### config.mk
export PLATFORM = sky130hd
export DESIGN_NAME = nand_req_arbiter
export DESIGN_NICKNAME = d
export VERILOG_FILES = /design/src/rtl/nand_arb_pkg.sv /design/src/rtl/nand_req_arbiter_rr_picker.sv /design/src/rtl/nand_req_arbiter.sv
export SDC_FILE = /design/constraint.sdc
export NUM_CORES = 1
export LEC_CHECK = 0
export ABC_CLOCK_PERIOD_IN_PS = 2910
export BUFFER_PORTS_ARGS = -buffer_cell sky130_fd_sc_hd__buf_2
export CELL_PAD_IN_SITES_DETAIL_PLACEMENT = 0
export CELL_PAD_IN_SITES_GLOBAL_PLACEMENT = 1
export CORE_MARGIN = 2
export CORE_UTILIZATION = 45
export CTS_CLUSTER_SIZE = 16
export DETAILED_ROUTE_END_ITERATION = 6
export GPL_ROUTABILITY_DRIVEN = 0
export PLACE_DENSITY = 0.81
export SLEW_MARGIN = 10
export SYNTH_ARGS = -nofsm -noshare
export SYNTH_HDL_FRONTEND = slang
export SYNTH_SLANG_ARGS = --single-unit
### constraint.sdc
create_clock -name out_clk -period 2.91 [get_ports out_clk]
set_input_delay 0.291 -clock out_clk [delete_from_list [all_inputs] [get_ports out_clk]]
set_output_delay 0.291 -clock out_clk [all_outputs]
set_load 0.02 [all_outputs]
### src/rtl/nand_arb_pkg.sv
// Shared definitions for the NAND request arbiter.
//   arb_state_e        : FSM encoding (IDLE=0, ISSUE=1, WAIT=2, COMPLETE=3)
//   TimeoutCycDefault  : default watchdog limit in out_clk cycles
//   rr_wrap()          : (base + off) mod n, used by the round-robin search
package nand_arb_pkg;

   typedef enum logic [1:0] {
      StIdle     = 2'd0,
      StIssue    = 2'd1,
      StWait     = 2'd2,
      StComplete = 2'd3
   } arb_state_e;

   localparam int unsigned TimeoutCycDefault = 50000;

   function automatic int unsigned rr_wrap(input int unsigned base, input int unsigned off,
                                           input int unsigned n);
      return (base + off) % n;
   endfunction

endpackage

### src/rtl/nand_req_arbiter_rr_picker.sv
// Combinational round-robin picker.
//   pending_i : request vector to search
//   rr_ptr_i  : index where the search starts (wraps at N_REQ-1)
//   grant_o   : one-hot winner (zero when nothing pending)
//   idx_o     : index of the winner
//   valid_o   : at least one request pending
module nand_req_arbiter_rr_picker
   import nand_arb_pkg::*;
#(
   parameter int unsigned N_REQ = 4,
   parameter int unsigned IDX_W = 2
) (
   input  logic [N_REQ-1:0] pending_i,
   input  logic [IDX_W-1:0] rr_ptr_i,
   output logic [N_REQ-1:0] grant_o,
   output logic [IDX_W-1:0] idx_o,
   output logic             valid_o
);

   logic [IDX_W-1:0] pos;

   // Walk offsets from farthest to nearest so the nearest set bit is written last and wins.
   always_comb begin
      grant_o = '0;
      idx_o   = '0;
      pos     = '0;
      valid_o = |pending_i;
      for (int k = N_REQ - 1; k >= 0; k--) begin
         pos = IDX_W'(rr_wrap(32'(rr_ptr_i), 32'(k), N_REQ));
         if (pending_i[pos]) begin
            grant_o      = '0;
            grant_o[pos] = 1'b1;
            idx_o        = pos;
         end
      end
   end

endmodule

### src/rtl/nand_req_arbiter.sv
// Round-robin arbiter placing single-cycle requests onto one shared NAND engine.
//   out_clk      : clock, all logic on posedge
//   rst          : asynchronous active-high reset
//   req_pulse_i  : one-cycle request pulse per requester
//   op_done_i    : engine completion pulse (only honoured in WAIT)
//   op_start_o   : one-cycle start strobe to the engine
//   op_sel_o     : one-hot owner, held from grant until return to IDLE
//   grant_done_o : one-cycle completion pulse to the owner
//   grant_err_o  : coincident with grant_done_o when the op timed out
//   pending_o    : latched, not-yet-granted requests
//   busy_o       : FSM not in IDLE
module nand_req_arbiter
   import nand_arb_pkg::*;
#(
   parameter int unsigned N_REQ       = 4,
   parameter int unsigned TIMEOUT_CYC = TimeoutCycDefault,
   parameter int unsigned CNT_W       = $clog2(TIMEOUT_CYC)
) (
   input  logic             out_clk,
   input  logic             rst,
   input  logic [N_REQ-1:0] req_pulse_i,
   input  logic             op_done_i,
   output logic             op_start_o,
   output logic [N_REQ-1:0] op_sel_o,
   output logic [N_REQ-1:0] grant_done_o,
   output logic             grant_err_o,
   output logic [N_REQ-1:0] pending_o,
   output logic             busy_o
);

   localparam int unsigned IdxW = (N_REQ > 1) ? $clog2(N_REQ) : 1;

   arb_state_e       state_q, state_d;
   logic [N_REQ-1:0] pending_q, pending_d;
   logic [N_REQ-1:0] op_sel_q, op_sel_d;
   logic [IdxW-1:0]  rr_ptr_q, rr_ptr_d;
   logic [CNT_W-1:0] cnt_q, cnt_d;
   logic             err_q, err_d;
   logic [N_REQ-1:0] grant_clr;

   logic [N_REQ-1:0] pick_onehot;
   logic [IdxW-1:0]  pick_idx;
   logic             pick_valid;

   nand_req_arbiter_rr_picker #(
      .N_REQ (N_REQ),
      .IDX_W (IdxW)
   ) u_rr_picker (
      .pending_i (pending_q),
      .rr_ptr_i  (rr_ptr_q),
      .grant_o   (pick_onehot),
      .idx_o     (pick_idx),
      .valid_o   (pick_valid)
   );

   always_comb begin
      state_d   = state_q;
      op_sel_d  = op_sel_q;
      rr_ptr_d  = rr_ptr_q;
      cnt_d     = cnt_q;
      err_d     = err_q;
      grant_clr = '0;
      unique case (state_q)
         StIdle: begin
            if (pick_valid) begin
               op_sel_d  = pick_onehot;
               grant_clr = pick_onehot;
               rr_ptr_d  = (pick_idx == IdxW'(N_REQ - 1)) ? '0 : pick_idx + 1'b1;
               state_d   = StIssue;
            end
         end
         StIssue: begin
            cnt_d   = '0;
            err_d   = 1'b0;
            state_d = StWait;
         end
         StWait: begin
            // A done arriving on the last allowed cycle still counts as success.
            if (op_done_i) begin
               err_d   = 1'b0;
               state_d = StComplete;
            end else if (cnt_q == CNT_W'(TIMEOUT_CYC - 1)) begin
               err_d   = 1'b1;
               state_d = StComplete;
            end else begin
               cnt_d = cnt_q + 1'b1;
            end
         end
         StComplete: begin
            op_sel_d = '0;
            state_d  = StIdle;
         end
         default: state_d = StIdle;
      endcase
      // New pulse beats the grant clear, so a same-edge re-request is kept.
      pending_d = (pending_q & ~grant_clr) | req_pulse_i;
   end

   always_ff @(posedge out_clk or posedge rst) begin
      if (rst) begin
         state_q   <= StIdle;
         pending_q <= '0;
         op_sel_q  <= '0;
         rr_ptr_q  <= '0;
         cnt_q     <= '0;
         err_q     <= 1'b0;
      end else begin
         state_q   <= state_d;
         pending_q <= pending_d;
         op_sel_q  <= op_sel_d;
         rr_ptr_q  <= rr_ptr_d;
         cnt_q     <= cnt_d;
         err_q     <= err_d;
      end
   end

   // Moore outputs from registered state only.
   always_comb begin
      op_start_o   = (state_q == StIssue);
      busy_o       = (state_q != StIdle);
      grant_done_o = (state_q == StComplete) ? op_sel_q : '0;
      grant_err_o  = (state_q == StComplete) && err_q;
      op_sel_o     = op_sel_q;
      pending_o    = pending_q;
   end

endmodule
==> results of run 1 <==
[final cells by class]
class | instances | area (sq um)
sequential | 29 | 726
timing repair buffer | 26 | 143
inverter | 14 | 52.6
fill | 432 | 2130
tap | 52 | 65.1
clock buffer | 7 | 86.3
multi-input combinational | 168 | 1240
[worst reg2reg max path: cells and delay by family, from the launching register on]
| family | cells | cell delay [ps] |
|---|---|---|
| multiplexers | 1 | 260 |
| buffers and inverters | 1 | 170 |
| AO/OA/AOI/OAI | 2 | 480 |
| flip-flops | 1 | 370 |
| AND/OR/NAND/NOR | 2 | 570 |
| adder cells (fa/ha/maj) | 1 | 350 |
[metrics by stage]
step / util / cell area, sq um / total power [uW] / std cells
6_report: 0.520 / 2310 / 2050 / 296
5_1_grt: 0.520 / 2310 / 2220 / 296
4_1_cts: 0.520 / 2310 / 2070 / 296
3_5_place_dp: 0.501 / 2230 / 1730 / 289
3_3_place_gp: 0.501 / 2230 / 1710 / 289
2_1_floorplan: - / 2110 / 1460 / 223
[layout by cell type (no fill, tap or decap), types with 5 or more instances in the layout]
master	count
a21o_1	5
a21oi_1	14
and2_1	9
buf_2	21
buf_4	5
clkbuf_8	6
dfrtp_1	29
ha_1	12
inv_1	14
nand2_1	10
nand3_1	7
nor2_1	17
o21ai_0	14
o21ai_1	8
or3_1	5
xor2_1	6
[state kept, by name, summed over array words and instances (netlist names)]
signal / flops
pending_o: 4
rr_ptr_q: 2
state_q: 2
err_q: 1
op_sel_o: 4
cnt_q: 16
[logic make-up after synthesis]
group	after synthesis	share of synthesized area
mux	6	0.0553
fa+ha+maj	12	0.0713
buf+inv	26	0.0665
flops	29	0.345
xor+xnor	6	0.0250
simple gates	79	0.209
compound gates	65	0.228
[layer usage]
metal  up-vias  share of wire
met1       857           0.49
met2        27           0.47
met5         -              0
met3         7          0.029
li1        853              -
met4         0          0.015
[power breakdown]
group	switching [uW]	internal [uW]	leakage (uW)	total [uW]
logic	674	460	0.000549	1130
clock network	146	187	0.0000443	333
registers	105	482	0.000374	587
total	925	1130	0.000968	2050
[cell usage after synthesis, drive strengths merged (2+ instances only)]
library cell	count	area, sq um
o31ai	5	65.1
nand3	7	35.0
mux2	2	26.3
a211oi	2	15.0
ha	12	150
or4	4	30.0
mux4	4	90.1
o211ai	4	30.0
a221oi	5	68.8
xor2	6	52.6
or3b	2	17.5
nor2	17	63.8
o21ai	22	110
a21oi	16	87.6
nand4	4	25.0
and3	3	18.8
buf	9	76.3
inv	14	52.6
nor3	3	15.0
nand2	10	37.5
a21o	5	37.5
nand2b	2	12.5
dfrtp	29	726
nor2b	4	25.0
nand3b	4	30.0
and2	9	56.3
or3	5	31.3
clkbuf	3	11.3
[final timing paths]
check                           slack, ps      startpoint            to  cells after the start
worst max register to register        590     rr_ptr_q[0]   rr_ptr_q[1]                      7
worst min-delay path                   70             rst     cnt_q[15]                      3
worst min register to register        500     op_sel_o[1]   op_sel_o[1]                      2
max in group asynchronous            2560             rst      cnt_q[5]                      3
worst max-delay path                  590     rr_ptr_q[0]   rr_ptr_q[1]                      7
min in group out_clk                  190  req_pulse_i[1]  pending_o[1]                      2
==> impl_metrics.py, run 1 <==
metrics = {
    "run_status": {
        "outcome": "finished, final reports clean",
    },
    "synth": {
        "synth_edf_count": 0,
        "syn_area_sq_um": 2110,
        "netlist_instances": 223,
        "synth_seq_area_share": 0.345,
        "synthArstFlopShare": 1.00,
        "synthFlopType": "dfrtp_1",
        "ys_ff_latch": 29,
        "syn_nets": 242,
        "postSynthAreaPerCell_sq_um": 9.44,
        "ys_types": 45,
        "synth_warnings": 0,
    },
    "route": {
        "routed_wl_mm": 4.64,
        "drc": 0,
        "via_count": 1744,
        "wire_per_inst_um": 15.7,
        "drtIter0Drc": 87,
        "drtPass1Iterations": 4,
        "antenna_left": 0,
        "avgViaCountPerCell": 5.89,
    },
    "global_route": {
        "met2_usage": 0.305,
        "met3_usage": 0.0389,
        "grt-ovfl-total": 0,
        "antenna_found_initial": 0,
        "grt_max_degree": 30,
        "grt_busiest_layer": "met2",
        "grt_pass1_vias": 1620,
        "met1_usage": 0.267,
        "track_usage": 0.194,
        "grt_pass1_wl_mm": 7.87,
    },
    "clock_network": {
        "cts_resized": 0,
        "cts.sinks": 29,
        "insertion_delay_ps": 280,
        "cts_setup_buffers": 0,
        "ctsHoldBuffers": 0,
        "clockBufferDepth": 2,
        "cts_tree": "done",
        "htree_levels": 2,
        "cts_made_buffers": 5,
        "path_clk_slew_ps": 60,
        "cts-root-buf": "clkbuf_8",
    },
    "flow_run": {
        "drv_cap": 0,
    },
    "setup_path": {
        "crit_fanout": 6,
        "cp-end-kind": "flop",
        "critical_path_required_ps": 3070,
        "path_buf_inv": 1,
        "slowest_stage": "or3b_2",
        "cpLargestDelayFamily": "simple AND/OR/NAND/NOR gates",
        "worstPathArrival_ps": 2480,
        "cp-start-kind": "flop",
        "slowest_delay_ps": 490,
        "path_cells": "inv_1 > ha_1 > or3b_2 > a21oi_1 > nor4_1 > a211o_1 > mux2_4",
        "criticalPathCategory": "reg2reg",
    },
    "timing": {
        "drv_slew": 0,
        "final_hold_viol_count": 0,
        "skew_ps": 4.58,
        "setup_violations": 0,
        "period_share": 0.798,
        "final.setup.tns_ps": 0,
        "max_slew_margin": 0.647,
        "hold_slack_ps": 73.7,
        "max_freq_mhz": 431,
        "final.setup.worst_slack_ps": 589,
        "min_period_ps": 2320,
        "grt_setup_unrepaired": "false",
        "worst_pin_slew_ps": 530,
    },
    "die": {
        "die_h_um": 72.4,
        "start_util": 0.474,
        "dieWidth_um": 72.4,
        "die_area_sq_um": 5240,
        "coreArea_sq_um": 4440,
        "rows": 24,
        "io-pin-count": 22,
    },
    "final_layout": {
        "num_antenna_cells": 0,
        "syn2layout_area_growth_pct": 9.80,
        "layout.nets": 263,
        "drive_gt1_frac": 0.213,
    },
    "worst_hold_path": {
        "min_path_type": "in2async",
    },
    "power_and_ir_drop": {
        "powerDensity_nw_per_um2": 889,
        "p_leak_uw": 0.000968,
        "ir_drop_v": 0.000532,
    },
    "place": {
        "dp_hpwl_mm": 3.32,
        "port_buffers": 21,
        "pre_cts_ws_ps": 604,
    },
}
Power figures use the tool's default switching activity.
==> inputs of run 2 (changes only) <==
- ABC_AREA: default -> 1
- ABC_CLOCK_PERIOD_IN_PS: 2910 -> 2000
- CORE_UTILIZATION: 45 -> 38
- PLACE_DENSITY: 0.81 -> 0.78
- clock period: 2.91 -> 2 ns (I/O delays scaled with it)
==> impl_metrics.py, run 2 <==
metrics = {
    "timing": {
        "final.setup.tns_ps": 0,
        "grt_setup_unrepaired": "false",
        "max_slew_margin": 0.723,
        "worst_pin_slew_ps": 412,
        "period_share": 0.887,
        "final_hold_viol_count": 0,
        "max_freq_mhz": 564,
        "skew_ps": 4.09,
        "min_period_ps": 1770,
        "drv_slew": 0,
        "hold_slack_ps": 107,
        "setup_violations": 0,
    },
    "final_layout": {
        "largest_register": "cnt_q",
        "fillCellCount": 565,
        "final_cell_mix": "nand2_1 (100), inv_1 (38), nand3_1 (35)",
        "seq_area_sq_um": 726,
        "multiInputGateArea_sq_um": 1180,
        "layout.nets": 358,
        "drive_gt1_frac": 0.153,
        "num_antenna_cells": 0,
        "largest_reg_flops": 16,
        "mostFrequentLayoutCell": "nand2_1",
        "syn2layout_area_growth_pct": 16.7,
    },
    "setup_path": {
        "slowest_stage": "dfrtp_1",
        "worstPathArrival_ps": 1940,
        "critical_path_required_ps": 2160,
        "r2r.worst_path.cells": 10,
        "r2r_end": "cnt_q[2]",
        "crit_fanout": 17,
        "cp-start-kind": "flop",
        "cp-end-kind": "flop",
        "criticalPathCategory": "reg2reg",
        "slowest_delay_ps": 420,
        "rrSetupSlack_ps": 230,
        "critPathMostFrequentCell": "nor2_1",
        "path_cells": "ha_1 > nand2_1 > inv_1 > nand2_2 > nor2_1 > nand3_1 > nand3_4 > nand2_4 > a21oi_1 > nor2_1",
        "r2r_start": "cnt_q[0]",
    },
    "synth": {
        "syn_area_sq_um": 2080,
        "synth_common_cells": "nand2_1 (100), inv_1 (38), nand3_1 (35)",
        "synthArstFlopShare": 1.00,
        "ys_ff_latch": 29,
        "synthTopCellsByArea": "dfrtp_1 (35%), nand2_1 (18%), nand3_1 (8.4%)",
        "synth_edf_count": 0,
        "postSynthAreaPerCell_sq_um": 6.88,
        "yosysMostFrequentCell": "nand2_1",
        "yosysTopAreaCellShare": 0.348,
        "synth_seq_area_share": 0.348,
        "netlist_instances": 303,
        "ys_types": 25,
        "syn_nets": 322,
        "synthFlopType": "dfrtp_1",
        "yosysTopAreaCell": "dfrtp_1",
        "synth_warnings": 0,
    },
    "die": {
        "start_util": 0.400,
        "coreArea_sq_um": 5200,
        "die_h_um": 78.1,
        "io-pin-count": 22,
        "dieWidth_um": 78.1,
        "die_area_sq_um": 6090,
        "rows": 26,
    },
    "power_and_ir_drop": {
        "p_leak_uw": 0.00134,
        "powerDensity_nw_per_um2": 1450,
        "ir_drop_v": 0.000998,
    },
    "clock_network": {
        "cts_tree": "done",
        "cts_setup_buffers": 0,
        "cts_made_buffers": 5,
        "clockBufferDepth": 2,
        "cts.sinks": 29,
        "htree_levels": 2,
        "cts-root-buf": "clkbuf_8",
        "insertion_delay_ps": 270,
        "path_clk_slew_ps": 70,
    },
    "run_status": {
        "outcome": "finished, final reports clean",
    },
    "place": {
        "port_buffers": 21,
        "dp_hpwl_mm": 3.55,
    },
    "global_route": {
        "grt_pass1_vias": 1777,
        "grt-ovfl-total": 0,
        "antenna_found_initial": 0,
        "track_usage": 0.167,
        "grt_pass1_wl_mm": 8.20,
        "grt_max_degree": 30,
    },
    "route": {
        "avgViaCountPerCell": 4.68,
        "drtPass1Iterations": 4,
        "drc": 0,
        "antenna_left": 0,
        "via_count": 1919,
        "wire_per_inst_um": 11.6,
        "routed_wl_mm": 4.75,
        "drtIter0Drc": 118,
    },
    "worst_hold_path": {
        "min_to": "pending_o[2]",
        "whs_path_depth": 3,
        "min_path_type": "in2reg",
        "hp-start": "req_pulse_i[2]",
    },
    "flow_run": {
        "drv_cap": 0,
    },
}
[run 2: cell count changes in the layout (fill, tap and decap cells not counted), sizes merged, moves of 6 or more]
cell,before,now
o21ai,22,7
inv,14,42
nand2,10,104
and2,9,0
buf,26,32
nor2,17,26
nand3,7,38
[run 2: worst max-delay path, delay by kind of cell, from the launching register on]
family	cells	cell delay [ps]
flip-flops	1	420
adder cells (fa/ha/maj)	1	190
AND/OR/NAND/NOR	7	820
AO/OA/AOI/OAI	1	160
buffers and inverters	1	80
[run 2: stage by stage]
| step | setup slack (ps) | util | total power [uW] | cell area [sq um] | instances |
|---|---|---|---|---|---|
| after detailed placement | 192 | 0.448 | 3060 | 2330 | 401 |
| after global routing | 23.8 | 0.468 | 3890 | 2430 | 410 |
| after floorplan | 233 | - | 2490 | 2080 | 303 |
| after CTS | 188 | 0.466 | 3550 | 2430 | 410 |
| after global placement | 248 | 0.448 | 3070 | 2330 | 401 |
| final | 227 | 0.468 | 3540 | 2430 | 410 |
[run 2: where the power goes]
group	internal, uW	switching [uW]	total (uW)
Combinational	757	1480	2230
Clock	241	233	474
Sequential	728	105	833
Total	1730	1810	3540
[run 2: timing repair]
action | 4_1_cts | 5_1_grt
hold endpoints to repair | 22 | 0
endpoints found under the setup margin | 0 | 2
resized for setup | 0 | 1
hold buffers | 1 | 0
[run 2: worst max-delay path by stage]
stage	cells past startpoint	slack (ps)	to	start
after floorplan	11	230	op_sel_o[0]	rr_ptr_q[0]
after global placement	10	250	cnt_q[2]	cnt_q[0]
after detailed placement	10	190	cnt_q[2]	cnt_q[0]
after CTS	10	190	cnt_q[2]	cnt_q[0]
after global routing	10	20	cnt_q[2]	cnt_q[0]
final	10	230	cnt_q[2]	cnt_q[0]
[run 2: kinds of logic after synthesis]
family,count (synthesis),share of synthesized area
and+or+nand+nor,182,0.380
buffers and inverters,46,0.0882
DFF,29,0.348
AOI/OAI and AO/OA,22,0.0606
adders and majority gates,12,0.0720
xor gates and xnor gates,11,0.0462
muxes,1,0.00480
[run 2: cell type report]
class                      count  share of cell area
clock inverter                 2             0.00411
timing repair buffer          33              0.0812
clock buffer                   6              0.0298
multi-input combinational    228               0.486
tap                           70              0.0360
inverter                      42              0.0648
sequential                    29               0.298
[run 2: metal layers]
metal / wire, um / vias up / GRT usage
met5: 0 / - / 0
met4: 36 / 0 / 0.0579
met3: 99 / 4 / 0.0276
met2: 2030 / 23 / 0.243
met1: 2580 / 864 / 0.248
li1: - / 1028 / -
